===== src/rtl/pair_judge_pkg.sv =====
// Shared state type, board geometry and winner codes for the memory-game pair judge.
package memgame_pkg;

  localparam int unsigned CELL_W  = 4;
  localparam int unsigned LABEL_W = 4;
  localparam int unsigned NCELLS  = 16;

  typedef enum logic [2:0] {
    IDLE,
    ONE,
    HOLD,
    RESOLVE,
    DONE
  } judge_state_t;

  localparam logic [1:0] WIN_NONE = 2'b00;
  localparam logic [1:0] WIN_P0   = 2'b01;
  localparam logic [1:0] WIN_P1   = 2'b10;
  localparam logic [1:0] WIN_TIE  = 2'b11;

  function automatic logic [1:0] winner_code(input logic [3:0] s0, input logic [3:0] s1);
    logic [1:0] w;
    if (s0 > s1)      w = WIN_P0;
    else if (s1 > s0) w = WIN_P1;
    else              w = WIN_TIE;
    return w;
  endfunction

endpackage


===== src/rtl/pair_judge_hold_timer.sv =====
// Loadable down-counter; done is high for the single cycle the loaded count expires.
module hold_timer
  import memgame_pkg::*;
#(
  parameter int unsigned W = 32
) (
  input  logic         clk,
  input  logic         rst,
  input  logic         load,
  input  logic [W-1:0] load_val,
  output logic         done
);

  logic [W-1:0] cnt;
  logic         run;

  // A load of N gives done N+1 cycles later; loading while running restarts the count.
  always_ff @(posedge clk or negedge rst) begin
    if (!rst) begin
      cnt <= '0;
      run <= 1'b0;
    end else if (load) begin
      cnt <= load_val;
      run <= 1'b1;
    end else if (run) begin
      if (cnt == '0) run <= 1'b0;
      else           cnt <= cnt - 1'b1;
    end
  end

  assign done = run && (cnt == '0);

endmodule


===== src/rtl/pair_judge.sv =====
// Pair-resolution responder for the 16-cell memory game.
// Optional second-pick timeout is compiled in with `define PAIR_JUDGE_TIMEOUT_EN.
module pair_judge
  import memgame_pkg::*;
#(
  parameter int unsigned HOLD_CYCLES    = 50_000_000,
  parameter int unsigned TIMEOUT_CYCLES = 250_000_000,
  parameter int unsigned NPAIRS         = 8
) (
  input  logic               clk,
  input  logic               rst,
  input  logic               sel_valid,
  input  logic [CELL_W-1:0]  sel_idx,
  input  logic [LABEL_W-1:0] sel_label,
  output logic               par,
  output logic               flip_back,
  output logic [CELL_W-1:0]  idx_a,
  output logic [CELL_W-1:0]  idx_b,
  output logic               player,
  output logic [3:0]         score0,
  output logic [3:0]         score1,
  output logic [NCELLS-1:0]  matched,
  output logic               busy,
  output logic               finish,
  output logic [1:0]         winner
);

  localparam int unsigned TMR_MAX = (HOLD_CYCLES > TIMEOUT_CYCLES) ? HOLD_CYCLES : TIMEOUT_CYCLES;
  localparam int unsigned TMR_W   = $clog2(TMR_MAX + 1);
  localparam logic [TMR_W-1:0] HOLD_LD = TMR_W'(HOLD_CYCLES - 1);
`ifdef PAIR_JUDGE_TIMEOUT_EN
  localparam logic [TMR_W-1:0] TO_LD   = TMR_W'(TIMEOUT_CYCLES - 1);
`endif
  localparam logic [3:0] SCORE_MAX = 4'(NPAIRS);
  localparam logic [4:0] PAIRS_TGT = 5'(NPAIRS);

  judge_state_t state_q, state_n;

  logic               par_q, par_n;
  logic               flip_q, flip_n;
  logic [CELL_W-1:0]  idx_a_q, idx_a_n;
  logic [CELL_W-1:0]  idx_b_q, idx_b_n;
  logic [LABEL_W-1:0] label_a_q, label_a_n;
  logic [LABEL_W-1:0] label_b_q, label_b_n;
  logic               player_q, player_n;
  logic [3:0]         score0_q, score0_n;
  logic [3:0]         score1_q, score1_n;
  logic [NCELLS-1:0]  matched_q, matched_n;
  logic [4:0]         pairs_q, pairs_n;
  logic               busy_q, busy_n;
  logic               finish_q, finish_n;
  logic [1:0]         winner_q, winner_n;

  logic               tmr_load;
  logic [TMR_W-1:0]   tmr_val;
  logic               tmr_done;
  logic               take;
  logic               cell_free;

  hold_timer #(
    .W(TMR_W)
  ) u_timer (
    .clk      (clk),
    .rst      (rst),
    .load     (tmr_load),
    .load_val (tmr_val),
    .done     (tmr_done)
  );

  // Selections coinciding with a par/flip_back pulse are dropped so the cells settle first.
  assign take      = sel_valid && !par_q && !flip_q;
  assign cell_free = !matched_q[sel_idx];

  always_ff @(posedge clk or negedge rst) begin
    if (!rst) state_q <= IDLE;
    else      state_q <= state_n;
  end

  always_comb begin
    state_n   = state_q;
    par_n     = 1'b0;
    flip_n    = 1'b0;
    idx_a_n   = idx_a_q;
    idx_b_n   = idx_b_q;
    label_a_n = label_a_q;
    label_b_n = label_b_q;
    player_n  = player_q;
    score0_n  = score0_q;
    score1_n  = score1_q;
    matched_n = matched_q;
    pairs_n   = pairs_q;
    busy_n    = busy_q;
    finish_n  = finish_q;
    winner_n  = winner_q;
    tmr_load  = 1'b0;
    tmr_val   = HOLD_LD;

    unique case (state_q)
      IDLE: begin
        if (take && cell_free) begin
          idx_a_n   = sel_idx;
          label_a_n = sel_label;
          state_n   = ONE;
`ifdef PAIR_JUDGE_TIMEOUT_EN
          tmr_load  = 1'b1;
          tmr_val   = TO_LD;
`endif
        end
      end

      ONE: begin
        if (take && cell_free && (sel_idx != idx_a_q)) begin
          idx_b_n   = sel_idx;
          label_b_n = sel_label;
          busy_n    = 1'b1;
          tmr_load  = 1'b1;
          state_n   = HOLD;
        end
`ifdef PAIR_JUDGE_TIMEOUT_EN
        else if (tmr_done) begin
          flip_n   = 1'b1;
          idx_b_n  = idx_a_q;
          player_n = ~player_q;
          state_n  = IDLE;
        end
`endif
      end

      HOLD: begin
        if (tmr_done) state_n = RESOLVE;
      end

      RESOLVE: begin
        busy_n = 1'b0;
        if (label_a_q == label_b_q) begin
          par_n              = 1'b1;
          matched_n[idx_a_q] = 1'b1;
          matched_n[idx_b_q] = 1'b1;
          pairs_n            = pairs_q + 5'd1;
          if (!player_q) begin
            if (score0_q < SCORE_MAX) score0_n = score0_q + 4'd1;
          end else begin
            if (score1_q < SCORE_MAX) score1_n = score1_q + 4'd1;
          end
        end else begin
          flip_n   = 1'b1;
          player_n = ~player_q;
        end
        state_n = (pairs_n >= PAIRS_TGT) ? DONE : IDLE;
      end

      DONE: begin
        finish_n = 1'b1;
        winner_n = winner_code(score0_q, score1_q);
      end

      default: state_n = IDLE;
    endcase
  end

  always_ff @(posedge clk or negedge rst) begin
    if (!rst) begin
      par_q     <= 1'b0;
      flip_q    <= 1'b0;
      idx_a_q   <= '0;
      idx_b_q   <= '0;
      label_a_q <= '0;
      label_b_q <= '0;
      player_q  <= 1'b0;
      score0_q  <= '0;
      score1_q  <= '0;
      matched_q <= '0;
      pairs_q   <= '0;
      busy_q    <= 1'b0;
      finish_q  <= 1'b0;
      winner_q  <= WIN_NONE;
    end else begin
      par_q     <= par_n;
      flip_q    <= flip_n;
      idx_a_q   <= idx_a_n;
      idx_b_q   <= idx_b_n;
      label_a_q <= label_a_n;
      label_b_q <= label_b_n;
      player_q  <= player_n;
      score0_q  <= score0_n;
      score1_q  <= score1_n;
      matched_q <= matched_n;
      pairs_q   <= pairs_n;
      busy_q    <= busy_n;
      finish_q  <= finish_n;
      winner_q  <= winner_n;
    end
  end

  assign par       = par_q;
  assign flip_back = flip_q;
  assign idx_a     = idx_a_q;
  assign idx_b     = idx_b_q;
  assign player    = player_q;
  assign score0    = score0_q;
  assign score1    = score1_q;
  assign matched   = matched_q;
  assign busy      = busy_q;
  assign finish    = finish_q;
  assign winner    = winner_q;

endmodule


===== config.mk =====
export PLATFORM = sky130hd
export DESIGN_NAME = pair_judge
export DESIGN_NICKNAME = d
export VERILOG_FILES = /design/src/rtl/pair_judge_pkg.sv /design/src/rtl/pair_judge_hold_timer.sv /design/src/rtl/pair_judge.sv
export SDC_FILE = /design/constraint.sdc
export NUM_CORES = 1
export LEC_CHECK = 0
export CORE_MARGIN = 1
export CORE_UTILIZATION = 51
export DETAILED_ROUTE_END_ITERATION = 12
export MAX_ROUTING_LAYER = met4
export PLACE_DENSITY = 0.77
export SLEW_MARGIN = 40
export SYNTH_ARGS = -nofsm -noshare
export SYNTH_HDL_FRONTEND = slang
export SYNTH_SLANG_ARGS = --single-unit

===== constraint.sdc =====
create_clock -name clk -period 2.1 [get_ports clk]
set_input_delay 0.525 -clock clk [delete_from_list [all_inputs] [get_ports clk]]
set_output_delay 0.525 -clock clk [all_outputs]
set_load 0.01 [all_outputs]

Word-level counts from Yosys, hierarchy flattened
Index checks and enable logic that the tools add are counted.
Cells by class
  add/subtract/negate cells: 4
  $mul: 0
  div/mod/pow operators: 0
  magnitude comparators: 10
  equal/unequal tests: 10
  shift-type cells: 0
  muxes and demuxes: 29
  bitwise logic cells: 5
  reductions and logical operators: 23
Operators with widths (number)
  $mux W28: 3
  $or A16 B16 Y16: 2
  $logic_not A28 Y1: 1
  $sub A28 B1 Y28 const B: 1
  $lt A4 B5 Y1 const B: 3
  $pmux W3 S5: 1
  $mux W1: 14
  $mux W3: 4
  $reduce_and A2 Y1: 6
  $reduce_and A4 Y1: 3
  $mux W5: 2
  $add A4 B1 Y4 const B: 2
  $demux W1 S4: 2
  $ge A4 B1 Y1 const B: 2
  $gt A4 B4 Y1: 2
  $lt A4 B4 Y1 const B: 2
  $ne A2 B2 Y1 const B: 4
  $logic_and A1 B1 Y1: 7
  $eq A3 B2 Y1 const B: 2
  $add A5 B1 Y5 const B: 1
  $ge A5 B4 Y1 const B: 1
  $bmux W1 S4: 1
  $eq A4 B4 Y1: 1
  $ne A4 B4 Y1: 1
  other kinds (8): 13
Storage, ports and cells
  flip-flop bits (word level): 84
  bits in latches: 0
  memory bits (writable): 0
  memory bits (read-only): 0
  bits of input ports: 11
  output and inout bits: 39
  word-level logic and storage cells: 98
  memories: 0

Depth between registers and ports, before layout
  depth after elaboration: 9
  mapped depth: 9
  depth with buffers taken out: 7

Cells and area by module
Synthesis repeated with hierarchy kept, for this count alone.
Second synthesis, totals
  cells, all modules: 454
  area total of the unflattened synthesis: 4662.0 µm²
By module, submodules not included
  pair_judge: instances 1, cells an instance 238, area each 2785.2 µm², seq. area each 1376.3 µm²
  hold_timer: instances 1, cells an instance 216, area each 1876.8 µm², seq. area each 725.7 µm²

Least setup slack after synthesis
Ideal clock, no wire load.
  path kind: input to register
  start: in sel_idx[0]
  end: reg idx_b_q[0], in the netlist idx_b[0]
  setup time: 0.125 ns
  arrival: 2.326 ns
  slack: -0.350 ns
  stages on the path: 7
  buffers on the path: 2
  path through: buf_6 mux4_2 o22ai_2 o211ai_4 or4_1 buf_2 mux2_2
Between the ends
  word-level cells in the longest chain between the ends: 6
RTL lines
  start, declared: RTL line pair_judge.sv:13  | input logic [CELL_W-1:0] sel_idx,
  $bmux W1 S4: RTL line pair_judge.sv:72  | assign cell_free = !matched_q[sel_idx];
  $mux W1 (implied by the code): RTL line pair_judge.sv:72
  $logic_not A1 Y1: RTL line pair_judge.sv:72
  $logic_and A1 B1 Y1 (2 in series): RTL line pair_judge.sv:112  | if (take && cell_free && (sel_idx != idx_a_q)) begin
  $reduce_and A2 Y1 (no line)
  end signal, assigned: RTL line pair_judge.sv:181  | idx_b_q <= idx_b_n;
  end, declared: RTL line pair_judge.sv:42  | logic [CELL_W-1:0] idx_b_q, idx_b_n;
Parallel ways exist; a longest one is shown, timed or not. The select of a mux whose other input is x is not followed.
A chain may end at the register's enable or synchronous reset.

Worst setup path in the final report
  start: in sel_idx[1]
  end: reg idx_b_q[1], in the netlist idx_b[1]
The elaborated chain is that of the path after synthesis.

==> metrics.csv <==
stage,metric,value,unit
yosys,post-synth top area share,0.4860,
yosys,"Avg Cell Area, Syn",10.81,um2
worst_setup_path,CP required,2.34,ns
clock_network,Clock Sinks,84,
detailed_routing,DRT Wirelength,11.27,mm
power_and_ir_drop,PwrDens,1131,mW/mm2
yosys,Most used DFF post-synth,dfrtp_1,
clock_network,"Clk Latency, worst-skew pair",0.36,ns
clock_network,CTS HTree Levels,3,
floorplan,die height,94.10,um
placed_design,I/O Buffers,49,
finish,ratio of cells with drive above 1 in the final layout,0.3156,
yosys,Mapped Area,0.004325,mm2
sta,final setup fails,41,
grt,Total GRT Usage,0.2642,
sta,Final TNS setup,-2.713,ns
status,failing checks,negative setup slack,
job,max cap viols,0,
grt,largest net degree at the start of global routing,39,
floorplan,I/O pin count,50,
clock_network,CTS tree,built,
detailed_routing,DRC violations left,0,
yosys,synth cell count leaders,"84 x dfrtp_1, 23 x nor2_1, 21 x mux2_2, 21 x nand2_1, 19 x xnor2_1",
worst_setup_path,"slowest stage delay, CP",0.58,ns
placed_design,global placement routability congestion,0.9246,
clock_network,clock-pin transition on the worst setup and hold timing paths,0.08,ns
clock_network,deepest clock path buffer count,2,
sta,final hold violations,0,
finish,# diodes,0,
power_and_ir_drop,leakage,0.002478,uW
sta,Min Hold Slack,0.1361,ns
sta,relative slew slack,0.5629,
worst_setup_path,CP Cell Sequence,clkdlybuf4s15_2 > mux4_2 > o22ai_4 > o211ai_1 > or4_4 > mux2_2,
clock_network,Root Buffer,clkbuf_8,
grt,global-route wire length before repair,17.54,mm
finish,nets,541,
floorplan,DIE WIDTH,94.10,um
yosys,Synth async-reset ratio,1.000,
status,outcome,finished with violations,
clock_network,Num CTS Buffers,9,
detailed_routing,Starting DRT DRC Count,159,
grt,Overflow after GRT,0,
worst_setup_path,CP Class,in -> reg,
finish,Post-Layout Inst Area,0.005951,mm2
worst_setup_path,critical path launch point type,input port,
clock_network,post-cts hold buffer count,0,
detailed_routing,Via Count,3732,
worst_setup_path,CP max FO,6,
finish,area grow syn2layout,37.58,%
grt,vias in the first global route,3706,
detailed_routing,Antenna Nets Post-Route,0,
worst_setup_path,Worst Path Arrival,2.48,ns
yosys,"FF+latch count, synth",84,
yosys,"Seq/Total Area, Yosys",0.4860,
sta,Final Critical Period,2.245,ns
yosys,yosys synthesis warning count,0,
yosys,leading area contributor after synthesis,dfrtp_1,
floorplan,die area,0.008854,mm2
sta,Clock Skew,0.01088,ns
floorplan,initial core utilization,0.5264,
yosys,"EDFF count, synth",0,
sta,final period utilization,1.069,
sta,fmax,0.4455,GHz
yosys,Syn Inst Count,400,
detailed_routing,DR WL/cell,17.86,um
worst_setup_path,crit end category,flip-flop,
yosys,syn nets,420,
sta,worst setup margin,-0.1446,ns
floorplan,FP Rows,33,
sta,"Slew Viols, Final",0,
power_and_ir_drop,total power,6729,uW
detailed_routing,vias per cell,5.914,
placed_design,DP Wirelength,7.316,mm
grt,initial antenna violation count,0,
hold_path,worst min path class,in -> async,
placed_design,Placement Cell Area,0.005383,mm2
worst_setup_path,Slowest cell on crit path,or4_4,
detailed_routing,DR pass1 iterations,5,
power_and_ir_drop,VDD IR max,0.0006791,V
yosys,"Distinct cells, synth",55,
yosys,leading cell types by total area after synthesis,"dfrtp_1 49%, mux2_2 5.5%, xnor2_1 3.8%, o21bai_1 2.8%, ha_1 2.6%",
yosys,top-count cell post-synth,dfrtp_1,
sta,worst-margin pin slew,0.6542,ns
floorplan,Core Box Area,0.008217,mm2
sta,RSZ-0062 raised after global routing,yes,
## final cells by class
| cell class | count | area [um2] |
|---|---|---|
| multi-input combinational | 286 | 2300 |
| inverter | 10 | 41.29 |
| timing repair buffer | 130 | 1177 |
| fill | 569 | 2266 |
| clock buffer | 9 | 123.9 |
| tap | 105 | 131.4 |
| clock inverter | 7 | 75.07 |
| sequential | 84 | 2102 |
## placed cells by master (no fill, tap or decap), types with 3 or more instances in the layout
cell	synthesis	layout
or3_1	8	6
clkinvlp_4	0	4
o211ai_1	7	7
clkbuf_8	0	9
nand3_2	0	6
xor2_1	12	12
mux2_4	0	12
xnor2_1	19	19
nand2_1	21	19
nor2_1	23	18
o21ai_0	9	8
and4_1	3	3
inv_1	10	9
nand3_1	14	8
o21bai_1	16	16
nor3_1	13	11
nor4_1	7	4
dfrtp_1	84	84
clkdlybuf4s50_1	0	43
buf_6	4	6
a21oi_2	0	4
or4_4	0	3
nand2b_1	5	5
nor2b_1	13	13
nor2_2	0	5
a31oi_1	7	7
nand4_1	7	7
a22oi_1	9	9
mux2_2	21	9
o41ai_1	5	3
buf_4	0	71
o31ai_1	9	8
ha_1	9	9
a21oi_1	9	5
## where the power goes
part           total (uW)  internal [uW]  switching [uW]  leakage, uW
registers            2500           2040             462      0.00103
clock network        1180            556             622    0.0000923
logic                3050           1670            1380      0.00136
total                6730           4270            2460      0.00248
## what timing repair did
item	CTS	global route
hold endpoints to repair	0	0
setup buffers	12	7
setup endpoints to repair	55	54
pin swaps	8	9
resized for setup	28	25
cloned	0	1
## routing by layer
layer | share of wire | up-vias | track usage
met5 | 0 | - | -
met4 | 0.025 | 0 | 0.1051
met3 | 0.043 | 28 | 0.03803
met2 | 0.52 | 137 | 0.4422
met1 | 0.41 | 1842 | 0.3222
li1 | - | 1725 | -
## cell families after synthesis
| family | after synthesis | share of synthesized area |
|---|---|---|
| flip-flops | 84 | 0.4860 |
| XOR/XNOR | 31 | 0.06277 |
| buffers and inverters | 30 | 0.03356 |
| multiplexers | 25 | 0.06971 |
| adder cells (fa/ha/maj) | 9 | 0.02603 |
| AND/OR/NAND/NOR | 135 | 0.1779 |
| AO/OA/AOI/OAI | 86 | 0.1441 |
## registers in the layout, indices dropped and copies added, names as in the netlist, 4 cells and up
name         count
idx_a            4
idx_b            4
label_a_q        4
label_b_q        4
matched         16
pairs_q          5
score0           4
score1           4
u_timer.cnt     28
## critical path: cells and delay by family
family | cells | cell delay [ns]
AND/OR/NAND/NOR | 1 | 0.58
AO/OA/AOI/OAI | 2 | 0.33
buffers and inverters | 1 | 0.21
multiplexers | 2 | 0.83
## through the flow
| step | utilization | setup WS, ns | instances |
|---|---|---|---|
| finish | 0.7242 | -0.1446 | 631 |
| global route | 0.7242 | -0.2012 | 631 |
| CTS | 0.7005 | -0.1530 | 623 |
| detailed placement | 0.6551 | -0.8691 | 595 |
| global placement | 0.6551 | -0.8064 | 595 |
| floorplan | - | -0.3468 | 400 |
## worst paths after layout
check	from	end	slack [ns]	cells past startpoint
min in group clk	finish$_DFFE_PN0N_	finish$_DFFE_PN0N_	0.50	1
worst min register to register	finish$_DFFE_PN0N_	finish$_DFFE_PN0N_	0.50	1
worst min-delay path	rst	u_timer.cnt[18]$_DFFE_PN0P_	0.14	1
worst max register to register	matched[9]$_DFFE_PN0P_	idx_b[1]$_DFFE_PN0P_	-0.13	5
max in group asynchronous	rst	u_timer.cnt[17]$_DFFE_PN0P_	1.37	2
worst max-delay path	sel_idx[1]	idx_b[1]$_DFFE_PN0P_	-0.14	6
Note: power is estimated with default switching activity, not from simulation.
